## src/rtl/mat_pkg.sv

```systemverilog
// rtl/mat_pkg.sv - shared constants, state encoding and beat-index split for the matrix datapath
package mat_pkg;
    localparam int N     = 4;
    localparam int A_W   = 9;
    localparam int B_W   = 8;
    localparam int IDX_W = 2;
    localparam int K_W   = 4;

    localparam logic [K_W-1:0] K_LAST = K_W'(N * N - 1);

    typedef enum logic [1:0] {
        IDLE,
        STREAM,
        DONE
    } state_t;

    // Row-major walk: upper bits select the A row, lower bits the B column.
    function automatic logic [IDX_W-1:0] k_row(input logic [K_W-1:0] k);
        return k[3:2];
    endfunction

    function automatic logic [IDX_W-1:0] k_col(input logic [K_W-1:0] k);
        return k[1:0];
    endfunction
endpackage

```

## src/rtl/mat_op_store.sv

```systemverilog
// rtl/mat_op_store.sv - dual 4x4 operand register file, A row and B column read ports
module mat_op_store
    import mat_pkg::*;
(
    input  logic                      clk,
    input  logic                      rst,
    input  logic                      we,
    input  logic                      sel,
    input  logic [IDX_W-1:0]          row,
    input  logic [IDX_W-1:0]          col,
    input  logic [A_W-1:0]            data,
    input  logic [IDX_W-1:0]          a_idx,
    input  logic [IDX_W-1:0]          b_idx,
    output logic [N-1:0][A_W-1:0]     a_row,
    output logic [N-1:0][B_W-1:0]     b_col
);
    logic [A_W-1:0] a_mem [N][N];
    logic [B_W-1:0] b_mem [N][N];

    always_ff @(posedge clk) begin
        if (rst) begin
            for (int r = 0; r < N; r++) begin
                for (int c = 0; c < N; c++) begin
                    a_mem[r][c] <= '0;
                    b_mem[r][c] <= '0;
                end
            end
        end else if (we) begin
            if (sel)
                b_mem[row][col] <= data[B_W-1:0];
            else
                a_mem[row][col] <= data;
        end
    end

    always_comb begin
        for (int x = 0; x < N; x++) begin
            a_row[x] = a_mem[a_idx][x];
            b_col[x] = b_mem[x][b_idx];
        end
    end
endmodule

```

## src/rtl/mat_operand_feeder.sv

```systemverilog
// rtl/mat_operand_feeder.sv - streams 16 A-row/B-column beats from loaded operands to mat_mult
module mat_operand_feeder
    import mat_pkg::*;
(
    input  logic             clk_80,
    input  logic             rst_80,
    input  logic             wr_en_80,
    input  logic             wr_sel_80,
    input  logic [1:0]       wr_row_80,
    input  logic [1:0]       wr_col_80,
    input  logic [A_W-1:0]   wr_data_80,
    input  logic             start_80,
    input  logic             hold_80,
    output logic [A_W-1:0]   A00_80,
    output logic [A_W-1:0]   A01_80,
    output logic [A_W-1:0]   A02_80,
    output logic [A_W-1:0]   A03_80,
    output logic [B_W-1:0]   B00_80,
    output logic [B_W-1:0]   B01_80,
    output logic [B_W-1:0]   B02_80,
    output logic [B_W-1:0]   B03_80,
    output logic             vld_80,
    output logic [1:0]       row_80,
    output logic [1:0]       col_80,
    output logic             busy_80,
    output logic             done_80
);
    state_t                state, state_nxt;
    logic [K_W-1:0]        k, k_nxt;
    logic                  beat;
    logic [N-1:0][A_W-1:0] a_rd, a_q;
    logic [N-1:0][B_W-1:0] b_rd, b_q;

    mat_op_store u_store (
        .clk   (clk_80),
        .rst   (rst_80),
        .we    (wr_en_80 && (state == IDLE)),
        .sel   (wr_sel_80),
        .row   (wr_row_80),
        .col   (wr_col_80),
        .data  (wr_data_80),
        .a_idx (k_row(k)),
        .b_idx (k_col(k)),
        .a_row (a_rd),
        .b_col (b_rd)
    );

    always_ff @(posedge clk_80) begin
        if (rst_80) begin
            state <= IDLE;
            k     <= '0;
        end else begin
            state <= state_nxt;
            k     <= k_nxt;
        end
    end

    always_comb begin
        state_nxt = state;
        k_nxt     = k;
        beat      = 1'b0;
        case (state)
            IDLE: begin
                if (start_80) begin
                    state_nxt = STREAM;
                    k_nxt     = '0;
                end
            end
            STREAM: begin
                if (!hold_80) begin
                    beat  = 1'b1;
                    k_nxt = k + 1'b1;
                    if (k == K_LAST)
                        state_nxt = DONE;
                end
            end
            DONE:    state_nxt = IDLE;
            default: state_nxt = IDLE;
        endcase
    end

    // Data/index registers only move on a beat, so stalls and idle gaps hold the last beat.
    always_ff @(posedge clk_80) begin
        if (rst_80) begin
            a_q     <= '0;
            b_q     <= '0;
            row_80  <= '0;
            col_80  <= '0;
            vld_80  <= 1'b0;
            busy_80 <= 1'b0;
            done_80 <= 1'b0;
        end else begin
            vld_80  <= beat;
            busy_80 <= (state_nxt != IDLE);
            done_80 <= (state == DONE);
            if (beat) begin
                a_q    <= a_rd;
                b_q    <= b_rd;
                row_80 <= k_row(k);
                col_80 <= k_col(k);
            end
        end
    end

    assign A00_80 = a_q[0];
    assign A01_80 = a_q[1];
    assign A02_80 = a_q[2];
    assign A03_80 = a_q[3];
    assign B00_80 = b_q[0];
    assign B01_80 = b_q[1];
    assign B02_80 = b_q[2];
    assign B03_80 = b_q[3];
endmodule

```

## config.mk

```make
export PLATFORM = sky130hd
export DESIGN_NAME = mat_operand_feeder
export DESIGN_NICKNAME = d
export VERILOG_FILES = /design/src/rtl/mat_pkg.sv /design/src/rtl/mat_op_store.sv /design/src/rtl/mat_operand_feeder.sv
export SDC_FILE = /design/constraint.sdc
export NUM_CORES = 1
export LEC_CHECK = 0
export ABC_AREA = 1
export BUFFER_PORTS_ARGS = -buffer_cell sky130_fd_sc_hd__buf_4
export CORE_UTILIZATION = 30
export CTS_BUF_LIST = sky130_fd_sc_hd__clkbuf_2
export DETAILED_ROUTE_END_ITERATION = 10
export SYNTH_ARGS = -nofsm -noshare
export SYNTH_HDL_FRONTEND = slang
export SYNTH_SLANG_ARGS = --single-unit
```

## constraint.sdc

```tcl
create_clock -name clk_80 -period 4.3 [get_ports clk_80]
set_input_delay 0.43 -clock clk_80 [delete_from_list [all_inputs] [get_ports clk_80]]
set_output_delay 0.43 -clock clk_80 [all_outputs]
set_load 0.05 [all_outputs]
```

## Yosys cells after proc, flatten, opt, wreduce, memory -nomap -nowiden

Memory sizes are Yosys's and may differ from the RTL's. A register that Yosys moved wholly into a read port is not among the register bits.
Cells that the tools add are included.

- Add/subtract/negate cells: 1
- $lt $le $gt $ge: 3
- Equality and inequality tests: 5
- Muxes and demuxes: 41
- Bitwise gates (word level): 2
- Reduce and logical (&&, ||, !) cells: 8

Operator list:

| kind | number |
|---|---|
| 36-bit 2-to-1 mux | 3 |
| 32-bit 2-to-1 mux | 3 |
| 8-bit 2-to-1 mux | 9 |
| 8-bit binary-select mux with 2-bit select | 4 |
| 36-bit OR reduction | 1 |
| 32-bit OR reduction | 1 |
| 9-bit demux with 2-bit select | 1 |
| 8-bit demux with 2-bit select | 1 |
| 1-bit 2-to-1 mux | 10 |
| 2-bit 2-to-1 mux | 5 |
| 9-bit 2-to-1 mux | 1 |
| 4-bit 2-to-1 mux | 2 |
| 4-bit case mux with 2 select lines | 1 |
| 3-bit >= comparator, second input constant | 2 |
| 2-bit inverter with 3-bit output | 2 |
| 4-bit by 1-bit adder with 4-bit output, second input constant | 1 |
| 4-bit == test, second input constant | 1 |
| 2-bit != test, second input constant | 2 |
| 2-bit case mux with 2 select lines | 1 |
| 2-bit nonzero test | 2 |
| 3-bit by 1-bit less-than comparator with 1-bit output, second input constant | 1 |
| 3-bit AND reduction | 1 |
| 2-bit by 1-bit == test with 1-bit output, second input constant | 1 |
| 2-bit == test, second input constant | 1 |
| other kinds (2) | 3 |

- Flip-flop bits (word level): 45
- Memory bits (writable): 272
- Output and inout bits: 75
- Word-level logic and storage cells: 73
- Memories kept: 2

Memories:

| name | words | width | rd ports | clocked after memory_dff | wr ports | RTL line | text |
|---|---|---|---|---|---|---|---|
| u_store.a_mem | 4 | 36 | 1 | 1 | 4 | mat_op_store.sv:17 | `logic [A_W-1:0] a_mem [N][N];` |
| u_store.b_mem | 4 | 32 | 4 | 0 | 4 | mat_op_store.sv:18 | `logic [B_W-1:0] b_mem [N][N];` |

## Longest topological paths before layout

Gate-level depths: netlist of the first run.

- Depth after elaboration: 8
- Depth in mapped cells: 9

## Modules after synthesis

A second synthesis of the first run with hierarchy kept.

- Cell total of the unflattened synthesis: 1,559
- Area, all modules: 15,130.8 µm²

Modules (own cells, without submodules):

| module | times used | cells an instance | area an instance (µm²) |
|---|---|---|---|
| mat_op_store | 1 | 1,189 | 12,269.3 |
| mat_operand_feeder | 1 | 370 | 2,861.5 |

## Least setup slack after synthesis of the first run

No wires, ideal clock.

- Path kind: input-to-reg
- Start point: in rst_80
- End point: mem u_store.a_mem[0][10] in the netlist's numbering (enable)
- Library setup time: 334 ps
- Arrival time: 1,620 ps
- Required time: 3,966 ps
- Path slack: 2,346 ps
- Stages: 7
- Path through: buf_2 inv_2 nand2_1 nor2_4 buf_6 nand4_4 nand2_1

RTL lines:

| element | RTL line | text |
|---|---|---|
| start: declaration | mat_operand_feeder.sv:6 | `input logic rst_80,` |
| end: declaration | mat_op_store.sv:17 |  |

==> results of run 1 <==
kinds of logic after synthesis:
family,Yosys count,share of synthesized area
and+or+nand+nor,995,0.283
buffers and inverters,405,0.0955
DFF,353,0.598
AOI/OAI and AO/OA,77,0.0237
adders and majority gates,1,0.000764
registers in the layout, summed over array words and instances (netlist names):
name           count
A03_80             9
state              2
k                  4
vld_80             1
B01_80             8
A01_80             9
B02_80             8
u_store.b_mem    128
B00_80             8
done_80            1
A00_80             9
busy_80            1
B03_80             8
col_80             2
A02_80             9
row_80             2
u_store.a_mem    144
final cells by class:
type,instances,share of cell area
timing repair buffer,113,0.0478
clock inverter,29,0.00663
clock buffer,128,0.0347
sequential,353,0.530
antenna,1,0.000135
tap,696,0.0471
inverter,301,0.0611
multi-input combinational,1073,0.273
per-layer routing:
layer	up-vias	wire [um]	GRT usage
met5	-	0	0
met3	78	3030	0.0348
met2	390	20200	0.253
met4	0	1060	0.0695
met1	5726	19100	0.203
li1	5988	-	-
worst min-delay path: cells and delay by family:
| kind | cells | cell delay [ns] |
|---|---|---|
| AND/OR/NAND/NOR | 1 | 0.17 |
| buffers and inverters | 4 | 0.49 |
path summary, 6_finish.rpt:
check	start	to	slack (ns)	depth (start not counted)
worst min-delay path	rst_80	state[0]	0.12	5
worst max-delay path	state[0]	u_store.b_mem[0][15]	1.53	7
worst min register to register	k[3]	row_80[1]	0.47	2
worst max register to register	state[0]	u_store.b_mem[0][15]	1.53	7
metrics by stage:
stage	cell area, sq um	instances	total power [mW]	hold WS (ns)	util
after global routing	18500	2694	7.11	0.0783	0.343
after floorplan	16400	1831	4.44	0.461	-
after global placement	17600	2527	4.68	0.455	0.327
after CTS	18500	2693	6.87	0.0129	0.343
after detailed placement	17600	2527	4.69	0.464	0.327
final	18500	2694	6.80	0.123	0.343
report_power, final:
part / switching (mW) / internal [mW] / leakage (nW) / total (mW)
Combinational: 0.567 / 0.180 / 4.32 / 0.747
Sequential: 0.0582 / 3.81 / 3.42 / 3.87
Clock: 1.38 / 0.801 / 0.597 / 2.18
Total: 2.01 / 4.79 / 8.33 / 6.80
cells in the final DEF, fill, tap and decap left out, drive strengths merged:
| cell | netlist | final |
|---|---|---|
| nand2 | 437 | 437 |
| clkinvlp | 0 | 2 |
| nor2 | 348 | 348 |
| dfxtp | 81 | 81 |
| inv | 301 | 305 |
| buf | 34 | 104 |
| or2 | 32 | 32 |
| diode | 0 | 1 |
| o21bai | 1 | 1 |
| nor3 | 2 | 2 |
| ha | 1 | 1 |
| nand3 | 144 | 144 |
| clkbuf | 70 | 128 |
| a21oi | 76 | 76 |
| edfxtp | 272 | 272 |
| clkinv | 0 | 23 |
| dlygate4sd3 | 0 | 9 |
| nand4 | 32 | 32 |
==> impl_metrics.env, run 1 <==
export IMPL_synth_cells=1831
export IMPL_synth_area_per_cell_sq_um=8.95
export IMPL_die_area_sq_um=55500
export IMPL_die_w_um=236
export IMPL_synth_edf_count=272
export IMPL_fin_skew_ns=0.0820
export IMPL_cp_max_fo=15
export IMPL_clock_sinks=353
export IMPL_clk_pin_slew_ns=0.10
export IMPL_syn2layout_area_growth_pct=12.8
export IMPL_avgRoutedWirePerCell_um=16.1
export IMPL_cts_tree="yes"
export IMPL_cp_slowest_cell="dlygate4sd3_1"
export IMPL_crit_arrival_ns=3.64
export IMPL_grt_pass1_wl_mm=67.3
export IMPL_peakVddDrop_mv=0.141
export IMPL_cts_resized=0
export IMPL_fill_cells=5502
export IMPL_drv_slew=0
export IMPL_relSlewSlack=0.329
export IMPL_finalNetCount=1950
export IMPL_worst_path_most_repeated_cell="nor2_1"
export IMPL_status="completed"
export IMPL_dr_pass1_iters=5
export IMPL_syn_num_nets=1851
export IMPL_initial_core_util=0.304
export IMPL_required_ns=5.17
export IMPL_rsz0062_at_grt="false"
export IMPL_vias=12200
export IMPL_antenna_found_initial=1
export IMPL_ys_ff_latch=353
export IMPL_grt_use_total=0.157
export IMPL_via_per_inst=4.52
export IMPL_critical_path_top_delay_family="simple AND/OR/NAND/NOR gates"
export IMPL_async_flop_share=0
export IMPL_finalSetupTns_ns=0
export IMPL_routed_wirelength_mm=43.4
export IMPL_synth_yosys_seq_area_share=0.598
export IMPL_num_io_pins=94
export IMPL_fin_ws_ns=1.53
export IMPL_path_cells="nor2_1, inv_2, nor2_4, buf_12, nand4_4, dlygate4sd3_1, nor2_1"
export IMPL_grt_pass1_vias=11900
export IMPL_seq_area_sq_um=9790
export IMPL_grt_max_degree=79
export IMPL_cts_hold_buffers=9
export IMPL_crit_type="flip-flop to flip-flop"
export IMPL_p_leak_nw=8.33
export IMPL_place_congestion=0.779
export IMPL_drive_above_1_share=0.169
export IMPL_cts_root_buffer="clkbuf_2"
export IMPL_period_needed_ns=2.77
export IMPL_worstSetupEndpointType="flip-flop"
export IMPL_tightest_slew_ns=1.00
export IMPL_finalHoldViolCount=0
export IMPL_period_share=0.643
export IMPL_yosysTopAreaCell="edfxtp_1"
export IMPL_synth_top_flop_cell="edfxtp_1"
export IMPL_critPathLaunchType="flip-flop"
export IMPL_max_freq_mhz=361
export IMPL_clock_latency_ns=1.01
export IMPL_die_y_um=236
export IMPL_multiInputGateArea_sq_um=5040
export IMPL_hpwl_mm=25.9
export IMPL_coreArea_sq_um=53900
export IMPL_cts_setup_buffers=0
export IMPL_ys_top_cells_by_count="437 x nand2_1, 341 x nor2_1, 293 x inv_1"
export IMPL_yosys_warnings=0
export IMPL_syn_cell_area_sq_um=16400
export IMPL_pre_cts_ws_ns=1.56
export IMPL_synth_area_leaders="edfxtp_1 50%, nand2_1 10%, dfxtp_1 9.9%, nor2_1 7.8%, inv_1 6.7%"
export IMPL_grt_overflow_total=0
export IMPL_synth_top_area_frac=0.499
export IMPL_ant_nets=0
export IMPL_htree_levels=3
export IMPL_drt_first_iter_violations=793
export IMPL_route_detailed_drc=0
export IMPL_clockBufferDepth=3
export IMPL_maxCapViolCount=0
export IMPL_synth_most_common_cell="nand2_1"
export IMPL_path_buf_inv=3
export IMPL_hp_class="input port to flip-flop"
export IMPL_setup_viol=0
export IMPL_max_stage_delay_ns=0.69
export IMPL_rows=85
export IMPL_cts_buffers=88
export IMPL_ys_types=20
export IMPL_powerDensity_nw_per_um2=368
export IMPL_io_buffers=93
(Power assumes the default switching activity.)
==> run 2: changes to the inputs <==
ABC_AREA = 0   (was 1)
clock period = 2.2 ns   (was 4.3 ns; I/O delays follow)
==> impl_metrics.env, run 2 <==
export IMPL_clk_pin_slew_ns=0.11
export IMPL_finalHoldViolCount=0
export IMPL_yosysTopAreaCell="edfxtp_1"
export IMPL_multiInputGateArea_sq_um=4220
export IMPL_final_common_cell="edfxtp_1"
export IMPL_powerDensity_nw_per_um2=769
export IMPL_grt_overflow_total=0
export IMPL_p_leak_nw=6.76
export IMPL_cp_slowest_cell="or4b_1"
export IMPL_fill_cells=4519
export IMPL_maxCapViolCount=0
export IMPL_period_needed_ns=2.11
export IMPL_max_stage_delay_ns=0.54
export IMPL_ant_nets=0
export IMPL_synth_top_flop_cell="edfxtp_1"
export IMPL_reg_largest_list="u_store.a_mem (144), u_store.b_mem (128)"
export IMPL_critPathLaunchType="flip-flop"
export IMPL_syn_cell_area_sq_um=14400
export IMPL_cts_tree="yes"
export IMPL_route_detailed_drc=16
export IMPL_antenna_found_initial=2
export IMPL_synth_yosys_seq_area_share=0.682
export IMPL_rsz0062_at_grt="false"
export IMPL_hpwl_mm=25.9
export IMPL_max_freq_mhz=474
export IMPL_synth_edf_count=272
export IMPL_placed_cells=1659
export IMPL_syn2layout_area_growth_pct=21.2
export IMPL_crit_type="flip-flop to flip-flop"
export IMPL_rows=79
export IMPL_synth_area_leaders="edfxtp_1 57%, dfxtp_1 11%, mux4_2 11%, nor2_1 4.6%, and3_1 4.2%"
export IMPL_period_share=0.960
export IMPL_ys_ff_latch=353
export IMPL_largest_register_ffs=144
export IMPL_clockBufferDepth=3
export IMPL_routed_wirelength_mm=39.9
export IMPL_grt_max_degree=70
export IMPL_cts_setup_buffers=0
export IMPL_layout_common_cells="272 x edfxtp_1, 172 x nor2_1, 136 x clkbuf_2"
export IMPL_drv_slew=0
export IMPL_power_mw=13.4
export IMPL_ys_top_cells_by_count="272 x edfxtp_1, 175 x nor2_1, 97 x and3_1"
export IMPL_hp_class="input port to flip-flop"
export IMPL_stdcell_area_sq_um=17400
export IMPL_violations="DRC"
export IMPL_drt_first_iter_violations=947
export IMPL_clock_sinks=353
export IMPL_peakVddDrop_mv=0.269
export IMPL_async_flop_share=0
export IMPL_finalSetupTns_ns=0
export IMPL_whs_ns=0.150
export IMPL_seq_area_sq_um=9790
export IMPL_worstSetupEndpointType="flip-flop"
export IMPL_path_cells="or4b_1, buf_4, nor3_1, buf_4, a21o_1"
export IMPL_worst_path_most_repeated_cell="buf_4"
export IMPL_fin_skew_ns=0.0861
export IMPL_clock_latency_ns=1.00
export IMPL_setup_viol=0
export IMPL_place_area_sq_um=16200
export IMPL_die_w_um=221
export IMPL_initial_core_util=0.306
export IMPL_synth_area_per_cell_sq_um=14.6
export IMPL_regMostFlops="u_store.a_mem"
export IMPL_cts_root_buffer="clkbuf_2"
export IMPL_stdcell_count=1856
export IMPL_synth_top_area_frac=0.569
export IMPL_required_ns=2.79
export IMPL_num_io_pins=94
export IMPL_tightest_slew_ns=0.725
export IMPL_htree_levels=3
export IMPL_die_y_um=221
export IMPL_yosys_warnings=0
export IMPL_grt_use_total=0.167
export IMPL_cp_max_fo=9
export IMPL_place_congestion=0.811
export IMPL_syn_num_nets=1003
export IMPL_ys_types=32
export IMPL_cts_buffers=92
export IMPL_die_area_sq_um=48700
export IMPL_via_per_inst=5.02
export IMPL_crit_arrival_ns=2.71
export IMPL_status="finished, violations left"
export IMPL_io_buffers=93
export IMPL_drive_above_1_share=0.317
export IMPL_dr_pass1_iters=8
export IMPL_synth_most_common_cell="edfxtp_1"
export IMPL_relSlewSlack=0.515
export IMPL_avgRoutedWirePerCell_um=21.5
export IMPL_synth_cells=983
export IMPL_coreArea_sq_um=46900
export IMPL_grt_pass1_vias=9370
export IMPL_path_buf_inv=2
export IMPL_critical_path_top_delay_family="simple AND/OR/NAND/NOR gates"
export IMPL_vias=9312
export IMPL_grt_pass1_wl_mm=59.2
export IMPL_finalNetCount=1188
[run 2: cell count changes after synthesis, sizes merged, moves of 67 or more]
cell and change:
a21oi -67, inv -299, and3 +97, nand3 -130, mux4 +68, a22o +68, nor2 -173, nand2 -400
[run 2: layer usage]
| metal | share of wire | vias up | GRT usage |
|---|---|---|---|
| met1 | 0.43 | 4738 | 0.222 |
| met3 | 0.073 | 56 | 0.0370 |
| li1 | - | 4170 | - |
| met5 | 0 | - | 0 |
| met4 | 0.019 | 0 | 0.0559 |
| met2 | 0.48 | 348 | 0.269 |
[run 2: power by group]
group	switching (mW)	leakage (nW)	total [mW]	internal, mW
Combinational	0.692	2.67	1.08	0.388
Sequential	0.102	3.41	7.51	7.40
Clock	2.77	0.675	4.80	2.02
[run 2: area by class of cell]
| class | count | area share |
|---|---|---|
| clock inverter | 36 | 0.0132 |
| tap | 607 | 0.0436 |
| clock buffer | 136 | 0.0391 |
| timing repair buffer | 179 | 0.0983 |
| multi-input combinational | 540 | 0.242 |
| antenna | 3 | 0.000431 |
| sequential | 353 | 0.563 |
| inverter | 2 | 0.000431 |
[run 2: what timing repair did]
action / CTS / global route
hold buffers: 22 / 0
setup endpoints to repair: 44 / 45
resized for setup: 3 / 8
endpoints found under the hold margin: 322 / 0
[run 2: logic make-up after synthesis]
logic type	synth area share
AOI/OAI and AO/OA	0.0624
buffers and inverters	0.0280
DFF	0.682
and+or+nand+nor	0.120
muxes	0.107
adders and majority gates	0.000871
[run 2: final timing paths]
check                                             to      start  cells past startpoint  slack (ns)
worst max-delay path            u_store.a_mem[2][15]   state[0]                      5        0.09
worst min-delay path             u_store.b_mem[3][0]   wr_en_80                      5        0.15
worst max register to register  u_store.a_mem[2][15]   state[0]                      5        0.09
worst min register to register             row_80[0]  row_80[0]                      2        0.46
[run 2: through the flow]
step | util | setup slack (ns)
floorplan | - | 0.108
global placement | 0.347 | -0.00502
detailed placement | 0.347 | -0.0343
CTS | 0.371 | 0.00951
global route | 0.371 | 0.00759
finish | 0.371 | 0.0886
[run 2: worst min-delay path, stage by stage]
cell,delay [ns]
buf_4,0.11
nor4b_2,0.15
buf_4,0.17
nand3_1,0.13
o21bai_2,0.16
